## config.mk

```make
export PLATFORM = sky130hd
export DESIGN_NAME = mem_sequencer
export DESIGN_NICKNAME = d
export VERILOG_FILES = /design/src/rtl/mem_sequencer.sv
export SDC_FILE = /design/constraint.sdc
export NUM_CORES = 1
export LEC_CHECK = 0
export CORE_UTILIZATION = 40
export DETAILED_ROUTE_END_ITERATION = 10
export PLACE_DENSITY = 0.87
export SLEW_MARGIN = 20
export SYNTH_ARGS = -nofsm -noshare
export SYNTH_HDL_FRONTEND = slang
export SYNTH_SLANG_ARGS = --single-unit
```

## constraint.sdc

```tcl
create_clock -name clk -period 4.9 [get_ports clk]
set_clock_uncertainty 0.15 [all_clocks]
set_input_delay 0.98 -clock clk [delete_from_list [all_inputs] [get_ports clk]]
set_output_delay 0.98 -clock clk [all_outputs]
set_load 0.05 [all_outputs]
```

## src/rtl/mem_sequencer.sv

```systemverilog
// Two-requester RAM access sequencer: round-robin arbitration between cpu and dbg,
// then MAR/MDR/RAM strobe sequencing on the shared bus.
// Optional macro MEM_SEQUENCER_TXN_COUNT_EN adds REG_OUT_MEM_SEQ, a completed-transaction counter.
module mem_sequencer #(
  parameter int ADDR_WIDTH = 8,
  parameter int DATA_WIDTH = 16
) (
  input  logic                  clk,
  input  logic                  reset,
  input  logic                  cpu_req,
  input  logic                  cpu_we,
  input  logic [ADDR_WIDTH-1:0] cpu_addr,
  input  logic [DATA_WIDTH-1:0] cpu_wdata,
  output logic                  cpu_done,
  input  logic                  dbg_req,
  input  logic                  dbg_we,
  input  logic [ADDR_WIDTH-1:0] dbg_addr,
  input  logic [DATA_WIDTH-1:0] dbg_wdata,
  output logic                  dbg_done,
  output logic [DATA_WIDTH-1:0] rdata,
  output logic                  busy,
  input  logic [DATA_WIDTH-1:0] bus_in,
  output logic [DATA_WIDTH-1:0] bus_out,
  output logic                  bus_oe,
  output logic                  MAR_in,
  output logic                  MDR_in,
  output logic                  MDR_out,
  output logic                  RAM_enable_read,
  output logic                  RAM_enable_write
`ifdef MEM_SEQUENCER_TXN_COUNT_EN
  ,
  output logic [15:0]           REG_OUT_MEM_SEQ
`endif
);

  // Handshake: a requester raises req with we/addr/wdata stable and holds it until
  // its done pulse; req/we/addr/wdata are sampled only in IDLE, so later changes
  // (including dropping req) cannot alter or abort an accepted transaction.
  // A req still high in IDLE after done is a new request.

  typedef enum logic [2:0] {
    S_IDLE,
    S_ADDR,
    S_RD,
    S_OUT,
    S_DATA,
    S_WR,
    S_DONE
  } state_t;

  state_t                state_q, state_d;
  logic                  we_q, we_d;
  logic [ADDR_WIDTH-1:0] addr_q, addr_d;
  logic [DATA_WIDTH-1:0] wdata_q, wdata_d;
  logic                  gnt_dbg_q, gnt_dbg_d;
  logic                  last_dbg_q, last_dbg_d;
  logic [DATA_WIDTH-1:0] rdata_q, rdata_d;

  logic pick_dbg;
  logic any_req;

  // dbg wins only when it is alone or when cpu had the previous grant.
  assign any_req  = cpu_req | dbg_req;
  assign pick_dbg = dbg_req & (~cpu_req | ~last_dbg_q);

  always_comb begin
    state_d    = state_q;
    we_d       = we_q;
    addr_d     = addr_q;
    wdata_d    = wdata_q;
    gnt_dbg_d  = gnt_dbg_q;
    last_dbg_d = last_dbg_q;
    rdata_d    = rdata_q;
    case (state_q)
      S_IDLE: begin
        if (any_req) begin
          we_d       = pick_dbg ? dbg_we    : cpu_we;
          addr_d     = pick_dbg ? dbg_addr  : cpu_addr;
          wdata_d    = pick_dbg ? dbg_wdata : cpu_wdata;
          gnt_dbg_d  = pick_dbg;
          last_dbg_d = pick_dbg;
          state_d    = S_ADDR;
        end
      end
      S_ADDR:  state_d = we_q ? S_DATA : S_RD;
      S_RD:    state_d = S_OUT;
      S_OUT: begin
        rdata_d = bus_in;
        state_d = S_DONE;
      end
      S_DATA:  state_d = S_WR;
      S_WR:    state_d = S_DONE;
      S_DONE:  state_d = S_IDLE;
      default: state_d = S_IDLE;
    endcase
  end

  always_ff @(posedge clk) begin
    if (reset) begin
      state_q    <= S_IDLE;
      we_q       <= 1'b0;
      addr_q     <= '0;
      wdata_q    <= '0;
      gnt_dbg_q  <= 1'b0;
      last_dbg_q <= 1'b1;
      rdata_q    <= '0;
    end else begin
      state_q    <= state_d;
      we_q       <= we_d;
      addr_q     <= addr_d;
      wdata_q    <= wdata_d;
      gnt_dbg_q  <= gnt_dbg_d;
      last_dbg_q <= last_dbg_d;
      rdata_q    <= rdata_d;
    end
  end

  // Moore decode: every strobe comes from the registered state only.
  always_comb begin
    bus_out          = '0;
    bus_oe           = 1'b0;
    MAR_in           = 1'b0;
    MDR_in           = 1'b0;
    MDR_out          = 1'b0;
    RAM_enable_read  = 1'b0;
    RAM_enable_write = 1'b0;
    cpu_done         = 1'b0;
    dbg_done         = 1'b0;
    busy             = (state_q != S_IDLE);
    case (state_q)
      S_ADDR: begin
        bus_oe  = 1'b1;
        bus_out = DATA_WIDTH'(addr_q);
        MAR_in  = 1'b1;
      end
      S_RD:   RAM_enable_read = 1'b1;
      S_OUT:  MDR_out = 1'b1;
      S_DATA: begin
        bus_oe  = 1'b1;
        bus_out = wdata_q;
        MDR_in  = 1'b1;
      end
      S_WR:   RAM_enable_write = 1'b1;
      S_DONE: begin
        cpu_done = ~gnt_dbg_q;
        dbg_done = gnt_dbg_q;
      end
      default: ;
    endcase
  end

  assign rdata = rdata_q;

`ifdef MEM_SEQUENCER_TXN_COUNT_EN
  logic [15:0] txn_cnt_q, txn_cnt_d;

  // Wraps naturally from 0xFFFF to 0x0000.
  always_comb begin
    txn_cnt_d = txn_cnt_q;
    if (state_q == S_DONE) txn_cnt_d = txn_cnt_q + 16'd1;
  end

  always_ff @(posedge clk) begin
    if (reset) txn_cnt_q <= '0;
    else       txn_cnt_q <= txn_cnt_d;
  end

  assign REG_OUT_MEM_SEQ = txn_cnt_q;
`endif

endmodule

```

* After elaboration in Yosys (flattened, before gate mapping)
Index checks and enable logic that the tools add are counted.
** Cells by class
- Add/sub/neg operators :: 0
- Multipliers :: 0
- Div/mod/pow operators :: 0
- Order comparisons :: 0
- Equal/unequal tests :: 7
- Shift-type cells :: 0
- Multiplexer cells :: 15
- Bitwise gates (word level) :: 6
- Reduce and logical (&&, ||, !) cells :: 5
** Operators with widths (count)
- one-hot mux 16 bit (2 select lines) :: 1
- two-way mux 16 bit :: 1
- one-hot mux 3 bit (5 select lines) :: 1
- equality test 3 bit, second input constant :: 3
- two-way mux 1 bit :: 9
- two-way mux 8 bit :: 1
- equality test 3 x 2 -> 1 bit, second input constant :: 2
- two-way mux 3 bit :: 2
- OR reduction 2 bit :: 2
- equality test 3 x 1 -> 1 bit, second input constant :: 1
- logical NOT 3 bit :: 1
- NOT 1 bit :: 3
- nonzero test 3 bit :: 1
- != test 2 bit, second input constant :: 1
- OR 1 bit :: 2
- AND reduction 2 bit :: 1
- bitwise AND 1 bit :: 1
** Storage, ports and cells
- Register bits after elaboration :: 46
- Latch bits :: 0
- Memory bits (writable) :: 0
- Bits in read-only memories :: 0
- Bits of input ports :: 70
- Output and inout port bits :: 41
- Word-level logic and storage cells :: 40
- Memories :: 0

* Depth between registers and ports, before layout
Gate-level depths: netlist of the first run.
- Word-level depth :: 4
- Depth in mapped cells :: 7
- Mapped depth without buffers :: 4

* Least setup slack after synthesis of the first run
No wires, ideal clock.
- Kind :: register to output
- Start point :: reg state_q[1]
- End point :: out cpu_done
- Data arrival time :: 2317 ps
- Data required time :: 3770 ps
- Slack :: 1453 ps
- Stages on the path, launching flop included :: 3
- Cells stage by stage :: dfxtp_1 > clkbuf_1 > nor4b_1
** On the way
- Longest elaborated chain between the ends :: 2
** Ends and longest elaborated chain
- from (decl) :: RTL line 51 : state_t state_q, state_d;
- from (signal assigned) :: RTL line 108 : state_q <= state_d;
- equality test 3 bit :: RTL line 130 : case (state_q)
- two-way mux 1 bit :: RTL line 130
- to (decl) :: RTL line 14 : output logic cpu_done,
No other way between the ends.

* Worst setup path in the final report of the first run
- Start point :: reg state_q[2]
- End point :: out bus_out[2]
** On the way
- Longest elaborated chain between the ends :: 2
- Elaborated cells between the ends (all ways) :: 3
- Classes of those cells :: 2 x eq/ne; 1 x mux
** Ends and longest elaborated chain
- equality test 3 bit or equality test 3 x 1 -> 1 bit (tied branches) :: RTL line 130
- one-hot mux 16 bit (2 select lines) * :: RTL line 130
- to (decl) :: RTL line 23 : output logic [DATA_WIDTH-1:0] bus_out,
Every way passes the cells marked *; elsewhere a longest branch is shown, timed or not.

==> results of run 1 <==
[worst max-delay path by stage]
stage	cells past startpoint	slack, ns	start	end
after floorplan	2	1.45	state_q[1]$_SDFFE_PP0P_	cpu_done
after global placement	4	1.30	state_q[2]$_SDFFE_PP0P_	bus_out[0]
after detailed placement	4	1.14	state_q[2]$_SDFFE_PP0P_	bus_out[2]
after CTS	4	0.80	state_q[2]$_SDFFE_PP0P_	bus_out[2]
after global routing	4	0.64	state_q[2]$_SDFFE_PP0P_	bus_out[3]
final	4	0.83	state_q[2]$_SDFFE_PP0P_	bus_out[2]
[metrics by stage]
stage / worst slack (ns) / hold slack [ns] / cell area [um2] / total power [uW] / instances
floorplan: 1.45 / 0.299 / 2160 / 670 / 262
global placement: 1.30 / 0.291 / 3250 / 784 / 424
detailed placement: 1.14 / 0.297 / 3250 / 791 / 424
CTS: 0.797 / 0.308 / 3360 / 1070 / 432
global route: 0.644 / 0.333 / 3360 / 1110 / 432
finish: 0.828 / 0.306 / 3360 / 1060 / 432
[flip-flops by register name (all words and copies together) (netlist names)]
name        flops
rdata          16
wdata_q        16
addr_q          8
state_q         3
gnt_dbg_q       1
last_dbg_q      1
we_q            1
[logic make-up (layout without fill, tap and decap cells)]
family,Yosys count,in the layout
AOI/OAI and AO/OA,56,56
and+or+nand+nor,88,88
DFF,46,46
buffers and inverters,72,172
[cells in the final DEF, fill, tap and decap left out, types with 2 or more instances in the layout]
cell / netlist / layout
sky130_fd_sc_hd__a21oi_1: 18 / 18
sky130_fd_sc_hd__a222oi_1: 24 / 24
sky130_fd_sc_hd__a22o_1: 8 / 8
sky130_fd_sc_hd__and2_1: 8 / 8
sky130_fd_sc_hd__and4b_1: 2 / 2
sky130_fd_sc_hd__buf_4: 0 / 2
sky130_fd_sc_hd__clkbuf_8: 0 / 5
sky130_fd_sc_hd__clkdlybuf4s50_1: 0 / 110
sky130_fd_sc_hd__clkinv_2: 0 / 2
sky130_fd_sc_hd__dfxtp_1: 46 / 46
sky130_fd_sc_hd__inv_1: 50 / 50
sky130_fd_sc_hd__nand2_1: 35 / 35
sky130_fd_sc_hd__nand2b_1: 27 / 27
sky130_fd_sc_hd__nor2_1: 4 / 4
[worst max-delay path: stages (launching register included)]
cell	delay, ns
sky130_fd_sc_hd__dfxtp_1	0.54
sky130_fd_sc_hd__inv_1	0.14
sky130_fd_sc_hd__nor3_2	0.86
sky130_fd_sc_hd__a22o_1	0.27
sky130_fd_sc_hd__clkdlybuf4s50_1	0.81
[final cells by class]
type | instances | area share
repair buffers | 112 | 0.332
multi-input cells | 144 | 0.278
flip-flops and latches | 46 | 0.274
inverters | 52 | 0.0581
well taps | 70 | 0.0261
clock buffers | 5 | 0.0205
clock inverters | 3 | 0.0119
[report_power, final]
part	total (uW)	internal, uW	switching [uW]
Clock	279	150	129
Sequential	467	428	39.2
Combinational	315	141	174
Total	1060	720	342
[layer usage]
layer,up-vias,wire [um],GRT usage
met5,-,0,0
met4,0,52,0.0494
met3,5,732,0.0926
met2,94,2700,0.368
met1,956,2390,0.225
li1,1074,-,-
==> reports/summary.txt, run 1 <==
RUN STATUS
--------------------------------------------------------------------------------------------------
Run status                                                                               completed

LAYOUT
--------------------------------------------------------------------------------------------------
Signed area change from the synthesized netlist to the final layout                          55.4%
Area of the multi-input gates                                                              933 um2
Post-layout util                                                                             0.650
Flip-flop and latch area                                                                   921 um2
Fillers                                                                                        437
Fraction of layout instances using a drive strength above 1                                 0.0470
Count of nets after finishing                                                                  431
Total inserted antenna cells                                                                     0

CLOCK NETWORK
--------------------------------------------------------------------------------------------------
CTS Buf Count                                                                                    5
Number of H-tree branching levels                                                                2
Clock sink count                                                                                46
Clock root buffer                                                                     sky130_fd_sc_hd__clkbuf_8
Hold-fix buffers, CTS                                                                            0
Longest Clk Path Bufs                                                                            2
CTS tree                                                                                       yes
Clock transition time at the flip-flop clock pins of the worst setup and hold paths        0.09 ns
Gates resized, CTS repair                                                                        0
Clock network latency to the later pin of the worst-skew pair                              0.30 ns
Post-CTS setup repair buffer count                                                               0

ROUTE
--------------------------------------------------------------------------------------------------
TritonRoute pass-1 iters                                                                         5
Via count of the routed design                                                               2,129
Post-detailed-routing wire length                                                          5880 um
Wire length per cell                                                                       13.6 um
Initial DRC Count                                                                              165
Antenna violation net count after detailed routing                                               0
Routed vias/inst                                                                              4.93
DRC Markers                                                                                      0

WORST HOLD PATH
--------------------------------------------------------------------------------------------------
Class of the tightest hold or removal check                                           register to register
Hold Path End                                                                         rdata[9]$_SDFFE_PP0P_
Count of cells along the worst hold path                                                         2
Min-Delay Startpoint                                                                  rdata[9]$_SDFFE_PP0P_

TIMING
--------------------------------------------------------------------------------------------------
Sum Neg Setup Slack                                                                           0 ns
Hold violation count in the final report                                                         0
Normalized max-slew margin                                                                   0.303
Number of max-slew violations in the final report                                                0
Final critical-path required period                                                        4.07 ns
Worst Tran Pin Value                                                                       1.04 ns
Setup repair after global routing missed its margin                                             no
Endpoints failing setup                                                                          0
Fin crit share                                                                               0.831
Fmax                                                                                       246 MHz

LOGIC SYNTHESIS
--------------------------------------------------------------------------------------------------
Ys async rst share                                                                               0
Count of different cell masters after synthesis                                                 34
Most common flop cell mapped by yosys                                                 sky130_fd_sc_hd__dfxtp_1
Dominant combinational cell family by area after synthesis                            simple AND/OR/NAND/NOR gates
Number of enable-type register cells in the synthesized netlist                                  0
Share of the synthesized area in the top cell type                                           0.426
Cell type with the largest total area after synthesis                                 sky130_fd_sc_hd__dfxtp_1
Most common cell in the synthesized netlist                                           sky130_fd_sc_hd__inv_1
Xor and xnor area share after synthesis                                                          0
Area fraction in compound gates after synthesis                                              0.207
Post-synth design cell area                                                               2160 um2
Top cell types by occurrence after synthesis                                          50 x sky130_fd_sc_hd__inv_1, 46 x sky130_fd_sc_hd__dfxtp_1, 35 x sky130_fd_sc_hd__nand2_1
Main area contributors after synthesis                                                sky130_fd_sc_hd__dfxtp_1 43%, sky130_fd_sc_hd__a222oi_1 11%, sky130_fd_sc_hd__inv_1 8.7%, sky130_fd_sc_hd__nand2b_1 7.8%, sky130_fd_sc_hd__nand2_1 6.1%
Mapped Nets                                                                                    332
Warnings from Yosys                                                                              0
Fraction of the yosys area taken by sequential cells                                         0.426
Cells after synthesis                                                                          262
Basic-gate share of the synthesized area counting and, or, nand and nor cells                0.224
Post-synthesis sequential element count                                                         46
Adder-cell share of the synthesized area                                                         0
Avg Synthesized Cell Area                                                                 8.26 um2
Mux share of post-synthesis cell area                                                            0

GLOBAL ROUTE
--------------------------------------------------------------------------------------------------
Wire length of the first global-routing pass                                               8840 um
Total routing resource utilization after global routing                                      0.207
Vias in the first global route                                                               2,000
Overall overflow remaining after global route                                                    0
Pin count of the biggest net entering global routing                                            46
Initial antenna violation count                                                                  0

DIE
--------------------------------------------------------------------------------------------------
Overall die area                                                                          5710 um2
Height of the chip                                                                         75.5 um
Width of the chip                                                                          75.5 um
I/O pin count                                                                                  111
Core box area                                                                             5170 um2
Starting Density                                                                             0.418
Standard-cell row count                                                                         26

POWER AND IR DROP
--------------------------------------------------------------------------------------------------
Maximum ir drop on the vdd rail                                                           0.219 mV
Leakage power                                                                           0.00146 uW
Ratio of total power to cell area                                                       316 nW/um2

FLOW RUN
--------------------------------------------------------------------------------------------------
Max capacitance violation total                                                                  0

CRITICAL PATH
--------------------------------------------------------------------------------------------------
Reg2Reg Launch Point                                                                  state_q[0]$_SDFFE_PP0P_
Register-to-Register Setup Slack                                                           2.68 ns
Number of cells on the worst reg-to-reg path                                                     4
Crit path capture type                                                                 output port
Terminus of the critical flop-to-flop path                                            wdata_q[8]$_SDFFE_PP0P_
Crit start category                                                                       register
Class of the most critical setup path                                                 register to output port
Endpoint required time on the critical path                                                3.77 ns
Crit path DAT                                                                              2.94 ns
Top fanout value on the critical path                                                           18

PLACED DESIGN
--------------------------------------------------------------------------------------------------
Placer Congestion                                                                            0.839
Number of I/O port buffers                                                                     110
Post-DP HPWL                                                                               3920 um

Power figures use the tool's default switching activity.
==> run 2: changes to the inputs <==
--- a/config.mk
+++ b/config.mk
@@ -5,9 +5,9 @@
 export SDC_FILE = /design/constraint.sdc
 export NUM_CORES = 1
 export LEC_CHECK = 0
-export CORE_UTILIZATION = 40
+export CORE_UTILIZATION = 36
 export DETAILED_ROUTE_END_ITERATION = 10
-export PLACE_DENSITY = 0.87
+export PLACE_DENSITY = 0.83
 export SLEW_MARGIN = 20
 export SYNTH_ARGS = -nofsm -noshare
 export SYNTH_HDL_FRONTEND = slang
==> constraint.sdc (replaced) <==
create_clock -name clk -period 3.5 [get_ports clk]
set_clock_uncertainty 0.15 [all_clocks]
set_input_delay 0.7 -clock clk [delete_from_list [all_inputs] [get_ports clk]]
set_output_delay 0.7 -clock clk [all_outputs]
set_load 0.05 [all_outputs]
==> run 2 against run 1 <==
Compared with the run above:
- wire length increased by 3.3%
- setup slack got worse by 0.32 ns
- sequential share of layout area decreased by 0.62 points
- combinational power increased by 50%
- register-to-register slack got worse by 1.4 ns
- critical path type unchanged
- utilization decreased by 4.0 points
- largest power group unchanged
- critical endpoint is now MDR_out
==> reports/summary.txt, run 2 (synthesis gave the netlist of run 1 again) <==
LAYOUT
--------------------------------------------------------------------------------------------------
Most frequent standard cell in the layout excluding fill and tap cells                sky130_fd_sc_hd__clkdlybuf4s50_1
Total inserted antenna cells                                                                     0
Commonest cells after routing, fill and taps aside                                    92 x sky130_fd_sc_hd__clkdlybuf4s50_1, 50 x sky130_fd_sc_hd__inv_1, 46 x sky130_fd_sc_hd__dfxtp_1
Post-layout util                                                                             0.610
Fillers                                                                                        495
Count of nets after finishing                                                                  434
Fraction of layout instances using a drive strength above 1                                 0.0986
Signed area change from the synthesized netlist to the final layout                          59.0%

GLOBAL ROUTE
--------------------------------------------------------------------------------------------------
Pin count of the biggest net entering global routing                                            45
Wire length of the first global-routing pass                                               9400 um
Vias in the first global route                                                               2,118
Initial antenna violation count                                                                  0
Total routing resource utilization after global routing                                      0.190
Overall overflow remaining after global route                                                    0

ROUTE
--------------------------------------------------------------------------------------------------
Via count of the routed design                                                               2,161
Antenna violation net count after detailed routing                                               0
Initial DRC Count                                                                              160
TritonRoute pass-1 iters                                                                         6
Post-detailed-routing wire length                                                          6070 um
Wire length per cell                                                                       13.9 um
Routed vias/inst                                                                              4.95
DRC Markers                                                                                      0

CLOCK NETWORK
--------------------------------------------------------------------------------------------------
Longest Clk Path Bufs                                                                            2
CTS tree                                                                                       yes
Clock network latency to the later pin of the worst-skew pair                              0.29 ns
Gates resized, CTS repair                                                                        0
Number of H-tree branching levels                                                                2
Post-CTS setup repair buffer count                                                               0
CTS Buf Count                                                                                    5
Clock root buffer                                                                     sky130_fd_sc_hd__clkbuf_8
Clock transition time at the flip-flop clock pins of the worst setup and hold paths        0.09 ns
Clock sink count                                                                                46
Hold-fix buffers, CTS                                                                            0

TIMING
--------------------------------------------------------------------------------------------------
Final critical-path required period                                                        2.99 ns
Hold violation count in the final report                                                         0
Endpoints failing setup                                                                          0
Number of max-slew violations in the final report                                                0
Setup repair after global routing missed its margin                                             no
Worst Tran Pin Value                                                                      0.981 ns
Sum Neg Setup Slack                                                                           0 ns
Fmax                                                                                       335 MHz
Fin crit share                                                                               0.854
Normalized max-slew margin                                                                   0.346

DIE
--------------------------------------------------------------------------------------------------
Overall die area                                                                          6320 um2
Starting Density                                                                             0.383
Height of the chip                                                                         79.5 um
Standard-cell row count                                                                         27
I/O pin count                                                                                  111
Width of the chip                                                                          79.5 um
Core box area                                                                             5640 um2

CRITICAL PATH
--------------------------------------------------------------------------------------------------
Top fanout value on the critical path                                                           17
Crit path DAT                                                                              2.14 ns
Crit start category                                                                       register
Endpoint required time on the critical path                                                2.65 ns
Register-to-Register Setup Slack                                                           1.31 ns
Crit path capture type                                                                 output port
Terminus of the critical flop-to-flop path                                            addr_q[7]$_SDFFE_PP0P_
Reg2Reg Launch Point                                                                  state_q[2]$_SDFFE_PP0P_
Class of the most critical setup path                                                 register to output port
Number of cells on the worst reg-to-reg path                                                     4

PLACED DESIGN
--------------------------------------------------------------------------------------------------
Number of I/O port buffers                                                                     110
Placer Congestion                                                                            0.742
Post-DP HPWL                                                                               4280 um

POWER AND IR DROP
--------------------------------------------------------------------------------------------------
Ratio of total power to cell area                                                       440 nW/um2
Leakage power                                                                           0.00153 uW
Maximum ir drop on the vdd rail                                                           0.311 mV

WORST HOLD PATH
--------------------------------------------------------------------------------------------------
Count of cells along the worst hold path                                                         2
Hold Path End                                                                         rdata[1]$_SDFFE_PP0P_
Min-Delay Startpoint                                                                  rdata[1]$_SDFFE_PP0P_
Class of the tightest hold or removal check                                           register to register

FLOW RUN
--------------------------------------------------------------------------------------------------
Max capacitance violation total                                                                  0

RUN STATUS
--------------------------------------------------------------------------------------------------
Run status                                                                               completed

-- run 2: cell count changes in the layout (fill, tap and decap cells not counted) --
cell	before	now
sky130_fd_sc_hd__clkdlybuf4s50_1	110	92
sky130_fd_sc_hd__buf_4	2	15
sky130_fd_sc_hd__buf_12	0	8
sky130_fd_sc_hd__clkbuf_1	0	2
sky130_fd_sc_hd__clkinv_2	2	0
-- run 2: through the flow --
stage | power, uW | setup WS (ns) | instance area, um2 | hold WS (ns) | std cells
after global placement | 1130 | 0.845 | 3330 | 0.290 | 429
after CTS | 1530 | 0.496 | 3440 | 0.308 | 437
after detailed placement | 1140 | 0.815 | 3330 | 0.296 | 429
after floorplan | 938 | 0.333 | 2160 | 0.299 | 262
final | 1520 | 0.512 | 3440 | 0.304 | 437
after global routing | 1590 | 0.346 | 3440 | 0.324 | 437
-- run 2: layout make-up --
cell class                 instances  area [um2]  share of cell area
sequential                        46         921               0.268
inverter                          52         195              0.0567
timing repair buffer             115        1190               0.347
clock buffer                       7        76.3              0.0222
tap                               72        90.1              0.0262
multi-input combinational        144         933               0.271
clock inverter                     1        30.0             0.00873
-- run 2: how the worst max path moves through the flow --
| stage | startpoint | end | slack, ns |
|---|---|---|---|
| after floorplan | state_q[1]$_SDFFE_PP0P_ | cpu_done | 0.33 |
| final | state_q[1]$_SDFFE_PP0P_ | MDR_out | 0.51 |
| after detailed placement | cpu_req | wdata_q[4]$_SDFFE_PP0P_ | 0.81 |
| after CTS | state_q[1]$_SDFFE_PP0P_ | MDR_out | 0.50 |
| after global placement | state_q[1]$_SDFFE_PP0P_ | MDR_out | 0.85 |
| after global routing | state_q[1]$_SDFFE_PP0P_ | MDR_out | 0.35 |
-- run 2: worst max-delay path, cell delays in order, from the launching register on --
cell and delay, ns:
sky130_fd_sc_hd__dfxtp_1 0.58, sky130_fd_sc_hd__nand3b_1 0.16, sky130_fd_sc_hd__clkinv_1 0.07, sky130_fd_sc_hd__buf_4 0.20, sky130_fd_sc_hd__clkdlybuf4s50_1 0.83
-- run 2: per-layer routing --
| layer | GRT usage | vias to the layer above | part of all wire |
|---|---|---|---|
| li1 | - | 1077 | - |
| met1 | 0.213 | 981 | 0.42 |
| met4 | 0.0582 | 0 | 0.012 |
| met5 | 0 | - | 0 |
| met3 | 0.0766 | 9 | 0.11 |
| met2 | 0.326 | 94 | 0.46 |
-- run 2: where the power goes --
part | internal (uW) | switching (uW)
sequential | 599 | 52.7
combinational | 221 | 252
clock | 214 | 176
==> variant 1, RTL diff (settings of run 2) <==
Change the parameter `ADDR_WIDTH` from 8 to 7.
--- a/src/rtl/mem_sequencer.sv
+++ b/src/rtl/mem_sequencer.sv
@@ -4,3 +4,3 @@
 module mem_sequencer #(
-  parameter int ADDR_WIDTH = 8,
+  parameter int ADDR_WIDTH = 7,
   parameter int DATA_WIDTH = 16
Ports: changed (resized cpu_addr and dbg_addr); port bits go from 111 to 109. No check against the original RTL was run, so the function may have changed too.
==> variant 1 against run 2 <==
First-iteration DRC count increased by 11%. Largest power group unchanged. Critical path type unchanged. Global-route usage about the same. Wire length decreased by 4.4%. Sequential cell count decreased by 1. Power increased by 0.74%. Die area decreased by 2.6%. Worst hold slack got worse by 0.54 ps. Area after synthesis decreased by 2.7%. Worst setup slack improved by 31 ps. Cell area decreased by 4.1%.
==> variant 1: results (changes against run 2) <==
Routing
  • M1 WL: 2.44 mm (-3.8%)
  • Drt initial violations: 177 (+11%)
  • Post-detailed-routing wire length: 5.81 mm (-4.4%)
  • DR vias/cell: 4.92 (-0.44%)
  • Wire length on met3: 568 um (-14%)
  • Metal2 WL: 2.74 mm (-2.1%)
  • Via count: 2,117 (-2.0%)

Global routing
  • Met1 Use GR: 22.5% (+1.2 points)
  • Vias in the first global route: 1,995 (-5.8%)
  • Largest net degree at the start of global routing: 44 (-2.2%)
  • Met2 usage: 32.2% (-0.46 points)
  • Met3 global-route usage: 7.44% (-0.22 points)

Final layout
  • Non-clk invs: 50 (-3.8%)
  • Register fraction of the total cell area: 27.3% (+0.55 points)
  • Clock buffers: 5 (-2)
  • NumNets Final: 425 (-2.1%)
  • Non-clk bufs: 113 (-1.7%)

Run status
  • Run status: complete, no violations

Critical path
  • Crit path from: state_q[0]
  • CP endpoint: MAR_in
  • Reg-to-reg slack, setup: 1330 ps (+20 ps)

Place
  • Routability congestion estimate: 0.803 (+8.3%)
  • Pre-CTS setup slack: 842 ps (+27.4 ps)
  • I/O Buffers: 108 (-1.8%)

STA
  • Slew margin rel.: 40.0% (+5.4 points)
  • Final min period: 2960 ps (-30.5 ps)

Yosys
  • Synth top cells by count: 47 x inv_1, 45 x dfxtp_1, 35 x nand2_1
  • Sequential share of the synthesized area: 42.8% (+0.24 points)
  • Synthesized flop and latch total: 45 (-2.2%)
  • Ranking of synthesized cells by area: dfxtp_1 43%, a222oi_1 11%, inv_1 8.4%
-- variant 1: changes by cell type after synthesis, moves of 2 or more --
| cell | change |
|---|---|
| buf_6 | +2 |
| inv_1 | -3 |
| buf_8 | -2 |
| inv_2 | +2 |
-- variant 1: power by group --
part           leakage, nW  switching (mW)  internal [mW]
clock network       0.0681           0.177          0.284
registers            0.370          0.0507          0.585
logic                 1.06           0.239          0.191
-- variant 1: worst min path at each step --
stage	to	slack (ps)	cells after the start	startpoint
floorplan	last_dbg_q	300	1	last_dbg_q
global placement	rdata[12]	290	2	rdata[12]
detailed placement	rdata[3]	300	2	rdata[3]
CTS	rdata[3]	310	2	rdata[3]
global route	rdata[3]	320	2	rdata[3]
finish	rdata[3]	300	2	rdata[3]
-- variant 1: per-stage QoR --
step	power [mW]	cell area, um^2	utilization (%)
CTS	1.54	3300	59.1
finish	1.53	3300	59.1
floorplan	0.911	2100	-
global placement	1.07	3160	56.7
detailed placement	1.08	3160	56.7
global route	1.61	3300	59.1
==> variant 2, RTL diff (flow settings as in run 2) <==
Made on the original files. `wdata_q` no longer has a reset.
--- a/src/rtl/mem_sequencer.sv
+++ b/src/rtl/mem_sequencer.sv
@@ -102,3 +102,2 @@
       addr_q     <= '0;
-      wdata_q    <= '0;
       gnt_dbg_q  <= 1'b0;
@@ -110,3 +109,2 @@
       addr_q     <= addr_d;
-      wdata_q    <= wdata_d;
       gnt_dbg_q  <= gnt_dbg_d;
@@ -115,2 +113,6 @@
     end
+  end
+
+  always_ff @(posedge clk) begin
+    wdata_q <= wdata_d;
   end
Function: same outputs for any inputs over 10 cycles, from zero or initial values and one cycle with reset high; that may be too few to reach the edited logic, so the function may still have changed.
==> variant 2 against run 2 <==
Worst setup slack better by 33 ps. Maximum frequency up 1.1%. Wire length down 12%. Highest routed layer unchanged. Clock power down 2%. Area after synthesis down 3.9%. Power down 2.0%. Cell area down 3.4%. Sequential cell count unchanged. First-iteration DRC count down 57%. Largest power group unchanged. Final cell count down 10%. Critical path type unchanged.
==> variant 2: results (changes against run 2) <==
Place
  • Pre-CTS setup slack: 853 ps (+38.4 ps)
  • Dpl cells: 384 (-10%)
  • Cell Area, Placed: 0.00321 mm^2 (-3.6%)
  • Routability congestion estimate: 0.736 (-0.74%)
  • DP HPWL: 3.97 mm (-7.4%)

Global routing
  • Overall routing resource usage: 17.7% (-1.3 points)
  • Largest net degree at the start of global routing: 30 (-33%)
  • Met3 global-route usage: 4.24% (-3.4 points)
  • Met2 usage: 31.2% (-1.4 points)
  • Vias in the first global route: 1,969 (-7.0%)
  • First-pass GRT wire length: 8.58 mm (-8.7%)
  • Met1 Use GR: 20.2% (-1.1 points)

Yosys
  • Synth top cells by count: 35 x nand2_1, 30 x dfxtp_1, 19 x a21oi_1
  • Ranking of synthesized cells by area: dfxtp_1 29%, edfxtp_1 23%, mux2_2 8.7%
  • Sequential share of the synthesized area: 52.0% (+9.4 points)
  • Distinct cell type count of the synthesized netlist: 31 (-8.8%)
  • Post-synth EDFFs: 16 (+16)
  • Post-Syn Instances: 207 (-21%)
  • Syn_nets: 277 (-17%)
  • Post-synth ARST share: 0% (unchanged)

Routing
  • Metal2 WL: 2.73 mm (-2.7%)
  • Wire length on met3: 294 um (-56%)
  • Post-detailed-route wirelength per cell: 13.6 um (-2.4%)
  • DR vias/cell: 4.83 (-2.3%)
  • Drt initial violations: 68 (-57%)
  • Via count: 1,893 (-12%)
  • M1 WL: 2.21 mm (-13%)

Critical path
  • Data arrival, critical path: 2100 ps (-40 ps)
  • CP max FO: 11 (-6)

Run status
  • Run status: complete, no violations

Final layout
  • NumNets Final: 389 (-10%)
  • Share of layout cells above drive strength 1: 17.5% (+7.6 points)

STA
  • Worst slew pin tran: 526 ps (-455 ps)

Clock network
  • Worst skew pair latency: about 280 ps

Power
  • Worst vdd ir: 0.233 mV (-25%)
  • P_sw: 453 uW (-5.8%)
  • Pleak: 1.28 nW (-16%)
## variant 2: cell types whose count changed in the layout (fill, tap and decap cells not counted), moves of 8 or more
cell	before	now
inv_1	50	18
dfxtp_1	46	30
mux2_2	0	16
buf_4	15	25
nand2b_1	27	11
buf_12	8	0
a222oi_1	24	8
edfxtp_1	0	16
## variant 2: cell families (layout without fill, tap and decap cells)
logic type / count (synthesis) / in the layout / synth area share [%]
compound gates: 40 / 40 / 13.7
buf+inv: 32 / 145 / 6.74
flops: 46 / 46 / 52.0
mux: 16 / 16 / 8.66
simple gates: 73 / 73 / 18.9
## variant 2: area by class of cell
| type | instances | area (um^2) |
|---|---|---|
| inverter | 20 | 75.1 |
| fill | 500 | 2220 |
| clock inverter | 3 | 40.0 |
| multi-input combinational | 129 | 858 |
| tap | 72 | 90.1 |
| timing repair buffer | 117 | 1110 |
| sequential | 46 | 1080 |
| clock buffer | 5 | 68.8 |
## variant 2: final timing paths
| path | cells past startpoint | slack [ps] | end | from |
|---|---|---|---|---|
| worst max-delay path | 3 | 550 | MAR_in | state_q[0] |
| worst min-delay path | 2 | 310 | rdata[13] | rdata[13] |
| worst max register to register | 4 | 1580 | addr_q[5] | state_q[0] |
| worst min register to register | 2 | 310 | rdata[13] | rdata[13] |
## variant 2: power groups by stage
stage | registers (mW) | clock network [mW] | logic [mW]
after floorplan | 0.680 | 0 | 0.257
after global placement | 0.674 | 0 | 0.432
after detailed placement | 0.676 | 0 | 0.439
after CTS | 0.665 | 0.397 | 0.441
after global routing | 0.673 | 0.417 | 0.465
final | 0.665 | 0.383 | 0.436
## variant 2: critical path, cell delays in order, from the launching register on
cell,delay (ps)
dfxtp_1,580
nor3b_2,230
buf_4,190
clkdlybuf4s50_1,810
